===== config.mk =====
export PLATFORM = sky130hd
export DESIGN_NAME = mod_mem_access_unit
export DESIGN_NICKNAME = d
export VERILOG_FILES = /design/src/rtl/mod_mem_access_unit.sv
export SDC_FILE = /design/constraint.sdc
export NUM_CORES = 1
export LEC_CHECK = 0
export CORE_AREA = 8 8 119 121
export DETAILED_ROUTE_END_ITERATION = 8
export DIE_AREA = 0 0 127 129
export PLACE_DENSITY = 0.79
export SLEW_MARGIN = 20
export SYNTH_ARGS = -nofsm -noshare
export SYNTH_HDL_FRONTEND = slang
export SYNTH_SLANG_ARGS = --single-unit

===== constraint.sdc =====
create_clock -name clk_i -period 2.79 [get_ports clk_i]
set_clock_uncertainty 0.1 [all_clocks]
set_input_delay 0.558 -clock clk_i [delete_from_list [all_inputs] [get_ports clk_i]]
set_output_delay 0.558 -clock clk_i [all_outputs]
set_load 0.03 [all_outputs]

===== src/rtl/mod_mem_access_unit.sv =====
// Single-outstanding load/store unit: byte enables, word-aligned req/gnt bus access, load extension, timeout.
// Define MEM_MISALIGNED_TRAP_EN to fault misaligned halfword/word accesses without touching the bus.

`ifndef XLEN
`define XLEN 32
`endif
`ifndef FUNCT3_WIDTH
`define FUNCT3_WIDTH 3
`endif
`ifndef FUNCT3_LB
`define FUNCT3_LB 3'b000
`endif
`ifndef FUNCT3_LH
`define FUNCT3_LH 3'b001
`endif
`ifndef FUNCT3_LW
`define FUNCT3_LW 3'b010
`endif
`ifndef FUNCT3_LBU
`define FUNCT3_LBU 3'b100
`endif
`ifndef FUNCT3_LHU
`define FUNCT3_LHU 3'b101
`endif
`ifndef FUNCT3_SB
`define FUNCT3_SB 3'b000
`endif
`ifndef FUNCT3_SH
`define FUNCT3_SH 3'b001
`endif
`ifndef FUNCT3_SW
`define FUNCT3_SW 3'b010
`endif

module mod_mem_access_unit #(
   parameter int unsigned TIMEOUT_CYCLES = 255
) (
   input  logic                     clk_i,
   input  logic                     rst_ni,
   input  logic                     req_valid_i,
   output logic                     req_ready_o,
   input  logic                     req_we_i,
   input  logic [`FUNCT3_WIDTH-1:0] funct3_i,
   input  logic [`XLEN-1:0]         addr_i,
   input  logic [`XLEN-1:0]         wdata_i,
   output logic                     rsp_valid_o,
   output logic [`XLEN-1:0]         rsp_rdata_o,
   output logic                     rsp_fault_o,
   output logic                     rsp_misaligned_o,
   output logic                     bus_req_o,
   output logic                     bus_we_o,
   output logic [`XLEN-1:0]         bus_addr_o,
   output logic [`XLEN-1:0]         bus_wdata_o,
   output logic [3:0]               bus_be_o,
   input  logic                     bus_gnt_i,
   input  logic                     bus_rvalid_i,
   input  logic [`XLEN-1:0]         bus_rdata_i
);

`ifdef MEM_MISALIGNED_TRAP_EN
   localparam bit TRAP_EN = 1'b1;
`else
   localparam bit TRAP_EN = 1'b0;
`endif

   localparam int unsigned CNT_W = $clog2(TIMEOUT_CYCLES);
   // The access times out in the cycle where the counter would step onto TIMEOUT_CYCLES-1.
   localparam logic [CNT_W-1:0] CNT_LAST = CNT_W'(TIMEOUT_CYCLES - 2);

   typedef enum logic [1:0] {S_IDLE, S_REQ, S_WAIT, S_RESP} state_t;

   state_t                    state_q, state_d;
   logic                      we_q;
   logic [`FUNCT3_WIDTH-1:0]  funct3_q;
   logic [1:0]                off_q;
   logic [`XLEN-1:0]          addr_q;
   logic [`XLEN-1:0]          wdata_q;
   logic [3:0]                be_q;
   logic [CNT_W-1:0]          cnt_q;
   logic [`XLEN-1:0]          rdata_q;
   logic                      fault_q;
   logic                      misaligned_q;

   logic                      acc_legal;
   logic                      acc_misaligned;
   logic [3:0]                be_dec;
   logic                      timeout;

   function automatic logic [`XLEN-1:0] extract(input logic [`FUNCT3_WIDTH-1:0] f3,
                                                 input logic [1:0] off,
                                                 input logic [`XLEN-1:0] word);
      logic [7:0]  b;
      logic [15:0] h;
      b = word[{off, 3'b000} +: 8];
      h = (off != 2'b00) ? word[31:16] : word[15:0];
      case (f3)
         `FUNCT3_LB:  extract = {{(`XLEN-8){b[7]}}, b};
         `FUNCT3_LH:  extract = {{(`XLEN-16){h[15]}}, h};
         `FUNCT3_LBU: extract = {{(`XLEN-8){1'b0}}, b};
         `FUNCT3_LHU: extract = {{(`XLEN-16){1'b0}}, h};
         default:     extract = word;
      endcase
   endfunction

   // NOTE: every signal driven in always_comb gets a default first, so no path can infer a latch.
   always_comb begin
      acc_legal      = 1'b0;
      be_dec         = 4'b1111;
      // Store encodings SB/SH/SW coincide with LB/LH/LW.
      case (funct3_i)
         `FUNCT3_LB, `FUNCT3_LH, `FUNCT3_LW: acc_legal = 1'b1;
         `FUNCT3_LBU, `FUNCT3_LHU:           acc_legal = !req_we_i;
         default:                            acc_legal = 1'b0;
      endcase
      case (funct3_i[1:0])
         2'b00:   be_dec = 4'b0001 << addr_i[1:0];
         2'b01:   be_dec = (addr_i[1:0] != 2'b00) ? 4'b1100 : 4'b0011;
         default: be_dec = 4'b1111;
      endcase
      acc_misaligned = TRAP_EN &&
                       (((funct3_i[1:0] == 2'b01) && addr_i[0]) ||
                        ((funct3_i[1:0] == 2'b10) && (addr_i[1:0] != 2'b00)));
   end

   assign timeout = (cnt_q >= CNT_LAST);

   always_comb begin
      state_d = state_q;
      case (state_q)
         S_IDLE: if (req_valid_i) state_d = (!acc_legal || acc_misaligned) ? S_RESP : S_REQ;
         S_REQ:  if (bus_gnt_i || timeout) state_d = bus_gnt_i ? S_WAIT : S_RESP;
         S_WAIT: if (bus_rvalid_i || timeout) state_d = S_RESP;
         S_RESP: state_d = S_IDLE;
         default: state_d = S_IDLE;
      endcase
   end

   // NOTE: sequential state uses non-blocking assignments so every register samples pre-edge values.
   always_ff @(posedge clk_i) begin
      if (!rst_ni) begin
         state_q      <= S_IDLE;
         we_q         <= 1'b0;
         funct3_q     <= '0;
         off_q        <= '0;
         addr_q       <= '0;
         wdata_q      <= '0;
         be_q         <= '0;
         cnt_q        <= '0;
         rdata_q      <= '0;
         fault_q      <= 1'b0;
         misaligned_q <= 1'b0;
      end else begin
         state_q <= state_d;
         case (state_q)
            S_IDLE: if (req_valid_i) begin
               we_q         <= req_we_i;
               funct3_q     <= funct3_i;
               off_q        <= addr_i[1:0];
               addr_q       <= {addr_i[`XLEN-1:2], 2'b00};
               wdata_q      <= wdata_i;
               be_q         <= be_dec;
               cnt_q        <= '0;
               rdata_q      <= '0;
               fault_q      <= !acc_legal || acc_misaligned;
               misaligned_q <= acc_legal && acc_misaligned;
            end
            S_REQ: begin
               if (!bus_gnt_i && timeout) fault_q <= 1'b1;
               if (state_d != S_RESP) cnt_q <= cnt_q + CNT_W'(1);
            end
            S_WAIT: begin
               if (bus_rvalid_i) begin
                  if (!we_q) rdata_q <= extract(funct3_q, off_q, bus_rdata_i);
               end else if (timeout) begin
                  fault_q <= 1'b1;
               end
               if (state_d != S_RESP) cnt_q <= cnt_q + CNT_W'(1);
            end
            default: ;
         endcase
      end
   end

   assign req_ready_o      = (state_q == S_IDLE);
   assign bus_req_o        = (state_q == S_REQ);
   assign rsp_valid_o      = (state_q == S_RESP);
   assign rsp_rdata_o      = rdata_q;
   assign rsp_fault_o      = fault_q;
   assign rsp_misaligned_o = TRAP_EN ? misaligned_q : 1'b0;
   assign bus_we_o         = we_q;
   assign bus_addr_o       = addr_q;
   assign bus_wdata_o      = wdata_q;
   assign bus_be_o         = be_q;

endmodule


-- Word-level counts from Yosys, hierarchy flattened
Cells that the tools add are included.
- logic and storage cells: 78
- memories kept: 0
- bits of input ports: 105
- output and inout port bits: 106
- RAM bits: 0
- bits in read-only memories: 0
- latch bits: 0
- register bits: 115
- multiplexer cells: 23
- add/subtract/negate cells: 1
- shifts and indexed selects: 2
- bitwise logic cells: 0
- magnitude comparators: 1
- div/mod/pow operators: 0
- multiply operators: 0
- reductions and logical operators: 22
- eq/ne operators: 19
- operators with widths (kind ; number):
    case mux 32 bit (4 select lines) ; 1
    two-way mux 32 bit ; 3
    case mux 32 bit (2 select lines) ; 1
    variable part select 32 x 6 -> 8 bit ; 1
    two-way mux 16 bit ; 1
    two-way mux 8 bit ; 2
    case mux 8 bit (2 select lines) ; 1
    equality test 3 bit, second input constant ; 4
    inequality test 2 bit, second input constant ; 6
    adder 8 x 1 -> 8 bit, second input constant ; 1
    greater-or-equal comparator 8 bit, second input constant ; 1
    two-way mux 2 bit ; 4
    case mux 2 bit (4 select lines) ; 1
    case mux 4 bit (2 select lines) ; 1
    nonzero test 2 bit ; 4
    equality test 3 x 1 -> 1 bit, second input constant ; 2
    zero test 3 bit ; 2
    two-way mux 1 bit ; 5
    AND reduction 5 bit ; 1
    equality test 2 x 1 -> 1 bit, second input constant ; 2
    equality test 2 bit, second input constant ; 2
    zero test 2 bit ; 2
    two-way mux 4 bit ; 1
    inequality test 2 x 1 -> 1 bit, second input constant ; 2
    other kinds (13) ; 17

-- Longest topological paths before layout
Gate-level depths: netlist (run 1).
- depth after elaboration: 9
- gate-level depth with buffers: 9
- mapped depth without buffers: 7

-- Least setup slack after synthesis (run 1)
OpenSTA, ideal clock, no wires.
- path type: register -> register
- from: reg state_q[0]
- to: reg rdata_q[15], in the netlist rsp_rdata_o[15]
- data required time: 2620 ps
- arrival time: 2157 ps
- stages on the path, launching flop included: 9
- buffers on the path: 2
- period minus slack after synthesis: 2328 ps
- path slack: 462 ps
- path through: dfxtp_1 > inv_1 > ha_1 > clkbuf_8 > mux2_2 > o21ai_1 > clkbuf_1 > nand2_1 > a21oi_1
- cells in the longest elaborated chain, start to end: 3
- elaborated cells on any way between the ends: 8
- those cells by class: 4 x eq/ne; 1 x mux; 3 x reduce/logical
- ends and longest elaborated chain (item ; RTL line ; RTL):
    from (decl) ; 72 ; state_t state_q, state_d;
    from (signal assigned) ; 153 ; state_q <= state_d;
    zero test 2 bit * ; n/a ;
    named net req_ready_o ; 41 ; output logic req_ready_o,
    inequality test 2 bit (no source line) / nonzero test 2 bit (equally long branches) ; n/a ;
    AND reduction 4 bit (no source line) ; n/a ;
    to (signal assigned) ; 173 ; if (!we_q) rdata_q <= extract(funct3_q, off_q, bus_rdata_i);
    to (decl) ; 80 ; logic [`XLEN-1:0] rdata_q;
Mark *: on every way through the listed nets, which the timed path passes. The rest lies on a longest branch.
A chain may end at the register's enable or synchronous reset.

-- Worst setup path in the final report (run 1)
- from: reg state_q[1]
- to: out req_ready_o
- cells in the longest elaborated chain, start to end: 1
- ends and longest elaborated chain (item ; RTL line ; RTL):
    zero test 2 bit ; 184 ; assign req_ready_o = (state_q == S_IDLE);
    to (decl) ; 41 ;
No other way between the ends.

==> results of run 1 <==
-- cell families after synthesis --
| logic type | after synthesis | share of synthesized area |
|---|---|---|
| AOI/OAI and AO/OA | 211 | 0.2496 |
| xor gates and xnor gates | 1 | 0.001700 |
| adders and majority gates | 7 | 0.01699 |
| buffers and inverters | 64 | 0.05511 |
| DFF | 115 | 0.4467 |
| muxes | 9 | 0.03229 |
| other | 1 | 0.0007276 |
| and+or+nand+nor | 239 | 0.1969 |
-- per-layer routing --
metal  GRT usage  routed length (um)  part of all wire
met2      0.3664                8500              0.46
met5           0                   0                 0
met1      0.2445                6943              0.37
met3      0.1208                2526              0.14
met4      0.1064                 637             0.034
-- final cells by class --
cell class              count  area (sq um)  area share
flip-flops and latches    115          2302      0.2905
multi-input cells         470          2582      0.3259
repair buffers            225          2232      0.2817
well taps                 150         187.7     0.02368
clock inverters             5         77.57    0.009788
inverters                  16         61.31    0.007736
clock buffers              24         481.7     0.06078
-- state kept, by name, summed over array words and instances (netlist names) --
register	count
bus_addr_o	30
bus_be_o	4
rsp_rdata_o	32
off_q	2
state_q	2
rsp_fault_o	1
funct3_q	3
bus_wdata_o	32
cnt_q	8
bus_we_o	1
-- through the flow --
step                      hold WS [ns]  power (uW)
after floorplan                 0.3497        3642
after global placement          0.3409        4539
after detailed placement        0.3453        4601
after CTS                       0.3524        6687
after global routing            0.3656        7003
final                           0.3505        6648
-- worst max-delay path by stage --
stage                            endpoint  slack, ns  cells past startpoint            start
after floorplan           rsp_rdata_o[15]       0.46                      8       state_q[0]
after global placement    rsp_rdata_o[25]       0.23                      7  bus_rdata_i[15]
after detailed placement         cnt_q[0]        0.1                      6      req_valid_i
after CTS                     req_ready_o       0.08                      3       state_q[1]
after global routing          req_ready_o       0.01                      3       state_q[1]
final                         req_ready_o       0.10                      3       state_q[1]
-- cell usage after synthesis, drive strengths merged, types with 2 or more instances --
library cell and instances:
nand2 173, dfxtp 115, a21oi 102, o21ai 38, clkbuf 31, nor2 21
buf 17, inv 15, nand3 10, o2111ai 9, o211ai 8, a22o 7
a22oi 7, a31oi 7, ha 7, nor3 7, o22ai 7, mux4 6
a2bb2oi 5, a211o 4, nand2b 4, and3 3, nand3b 3, nand4 3
a211oi 2, and2 2, and2b 2, mux2i 2, nor2b 2, o211a 2
o21a 2, o31a 2, o41ai 2, or2 2, or2b 2
-- worst max-delay path: cells and delay by family, from the launching register on --
family                   cells  cell delay [ns]
adder cells (fa/ha/maj)      1             0.40
buffers and inverters        2             0.86
flip-flops                   1             0.37
-- power by group --
part | leakage (uW) | internal (uW) | total, uW | switching [uW]
combinational | 0.00169 | 981 | 2570 | 1590
sequential | 0.000939 | 1870 | 2020 | 145
clock | 0.000272 | 1360 | 2060 | 694
total | 0.00290 | 4220 | 6650 | 2430
==> impl_metrics.csv, run 1 <==
group,metric,value,unit
min_path,hold-path-cell-count,2,
final_layout,area_overhead_of_the_layout_relative_to_synthesis,53.78,%
sta,final.min_clock_period,2.687,ns
min_path,worstHoldStart,"rsp_rdata_o[4]",
clock_tree,tritoncts,"yes",
final_layout,antenna_cells,0,
sta,number_of_failing_setup_endpoints_in_the_final_timing_report,0,
final_layout,finish.net_count,957,
final_layout,final_cell_count_no_fill,1005,
logic_synthesis,synth_ff_type,"sky130_fd_sc_hd__dfxtp_1",
routing,wirelength,18610,um
placement,numPortBuffers,207,
critical_path,worst-r2r-cell-count,7,
routing,route.detailed.wl_per_inst,18.51,um
clock_tree,clk-insertion-delay-late,0.41,ns
critical_path,critical_path_maximum_fanout,11,
routing,drc_violations_left,0,
final_layout,design_area,7925,sq um
routing,detail_route.first_pass.iterations,5,
global_route,grt_util_all_layers,0.2281,
routing,routed-via-count,5583,
clock_tree,clkSlewWorstSetupHoldPaths,0.05,ns
critical_path,crit_arrival,2.03,ns
placement,placed_cells_incl_taps,976,
critical_path,slowest_delay,0.76,ns
routing,final_antenna_net_count,0,
clock_tree,tritoncts_num_sinks,115,
clock_tree,cts_setup_buffers,0,
power,power_density,838.8,nW/um^2
sta,maxClockFrequency,372.2,MHz
global_route,number_of_global_route_vias_before_repair,5655,
floorplanning,io_pins,211,
sta,rsz0062_at_grt,"no",
final_layout,most_frequent_standard_cell_in_the_layout_excluding_fill_and_tap_cells,"sky130_fd_sc_hd__clkdlybuf4s50_1",
run,maxCapViolations,0,
floorplanning,floorplan.die.height,129,um
routing,drt_iter0_markers,568,
power,ir_worst_vdd,0.5792,mV
global_route,grt_antenna_before_repair,0,
clock_tree,post_cts_gate_resize_count,0,
logic_synthesis,synth.largest_area_cell,"sky130_fd_sc_hd__dfxtp_1",
clock_tree,clock_path_buffers,2,
logic_synthesis,post_synth_inst_count,647,
global_route,grt_start_max_net_pins,58,
floorplanning,std_cell_core_area,12310,sq um
placement,globalplace.congestion,0.9114,
logic_synthesis,synth_edf_count,0,
floorplanning,start_util,0.4186,
placement,hpwlAfterDp,14080,um
critical_path,r2r_end,"cnt_q[0]",
logic_synthesis,netlist_top_cells_area,"sky130_fd_sc_hd__dfxtp_1, sky130_fd_sc_hd__nand2_1, sky130_fd_sc_hd__a21oi_1, sky130_fd_sc_hd__o21ai_0, sky130_fd_sc_hd__mux4_2",
final_layout,fillers,1075,
logic_synthesis,netlist_area,5154,sq um
logic_synthesis,synth-seq-cells,115,
critical_path,reg2reg_setup_slack,0.27,ns
sta,report.final.slew_viol_count,0,
floorplanning,core.rowCount,41,
placement,place_area,7366,sq um
min_path,hold_path_class,"reg2reg",
logic_synthesis,asyncSetResetFlopFracSynth,0,
critical_path,element_type_at_the_critical_path_end,"output port",
logic_synthesis,yosysWarnings,0,
critical_path,worst_ep_required_time,2.13,ns
sta,maxSlewHeadroom,0.5145,
global_route,globalRouteOverflowTotal,0,
outcome,outcome,"completed",
final_layout,fin_util,0.6437,
sta,finalHoldViolCount,0,
power,leakage,0.002899,uW
placement,dp_worst_setup_slack,0.09887,ns
floorplanning,die-width,127,um
logic_synthesis,post_synth_num_cell_types,64,
final_layout,post_route_cells_drive_above_1_share,0.07368,
logic_synthesis,synth-seq-area-share,0.4467,
critical_path,regToRegStartpoint,"state_q[1]",
sta,timing.final.crit_share,0.9631,
clock_tree,cts.htree.levels,4,
critical_path,timing.setup.critical_path_class,"reg2out",
logic_synthesis,share_of_yosys_cell_area_claimed_by_the_top_area_cell_type,0.4467,
floorplanning,fp.dieArea,16380,sq um
critical_path,critical_path.slowest_cell,"sky130_fd_sc_hd__clkdlybuf4s50_1",
critical_path,critPathLaunchType,"register",
global_route,grt_first_pass_wirelength,29570,um
clock_tree,root_buffer,"sky130_fd_sc_hd__clkbuf_16",
logic_synthesis,syn-mean-instance-area,7.966,sq um
routing,via_per_inst,5.555,
sta,final_critical_path_setup_slack,0.1029,ns
critical_path,critical_path_cell_list,"inv_1 -> ha_1 -> clkdlybuf4s50_1",
min_path,timing.hold.worst_endpoint,"rsp_rdata_o[4]",
clock_tree,cts_inserted_buffers,17,
clock_tree,cts_hold_repair.buffers,0,
sta,timing_worst_slew_pin_value,0.7228,ns
sta,fin_setup_tns,0,ns
final_layout,commonest_non_fill_non_tap_cells_in_the_layout,"sky130_fd_sc_hd__clkdlybuf4s50_1, sky130_fd_sc_hd__nand2_1, sky130_fd_sc_hd__dfxtp_1",
Note: power is estimated with default switching activity, not from simulation.
==> run 2, diff against run 1 <==
--- a/config.mk
+++ b/config.mk
@@ -9,6 +9,7 @@
 export DETAILED_ROUTE_END_ITERATION = 8
 export DIE_AREA = 0 0 127 129
 export PLACE_DENSITY = 0.79
+export SKIP_CTS_REPAIR_TIMING = 1
 export SLEW_MARGIN = 20
 export SYNTH_ARGS = -nofsm -noshare
 export SYNTH_HDL_FRONTEND = slang
==> results of run 2 <==
Final layout, timing and power as in run 1 (identical DEF).
==> run 3, diff against run 2 <==
--- a/config.mk
+++ b/config.mk
@@ -5,6 +5,7 @@
 export SDC_FILE = /design/constraint.sdc
 export NUM_CORES = 1
 export LEC_CHECK = 0
+export CAP_MARGIN = 40
 export CORE_AREA = 8 8 119 121
 export DETAILED_ROUTE_END_ITERATION = 8
 export DIE_AREA = 0 0 127 129
==> results of run 3 <==
Final layout, timing and power as in run 1 (identical DEF).
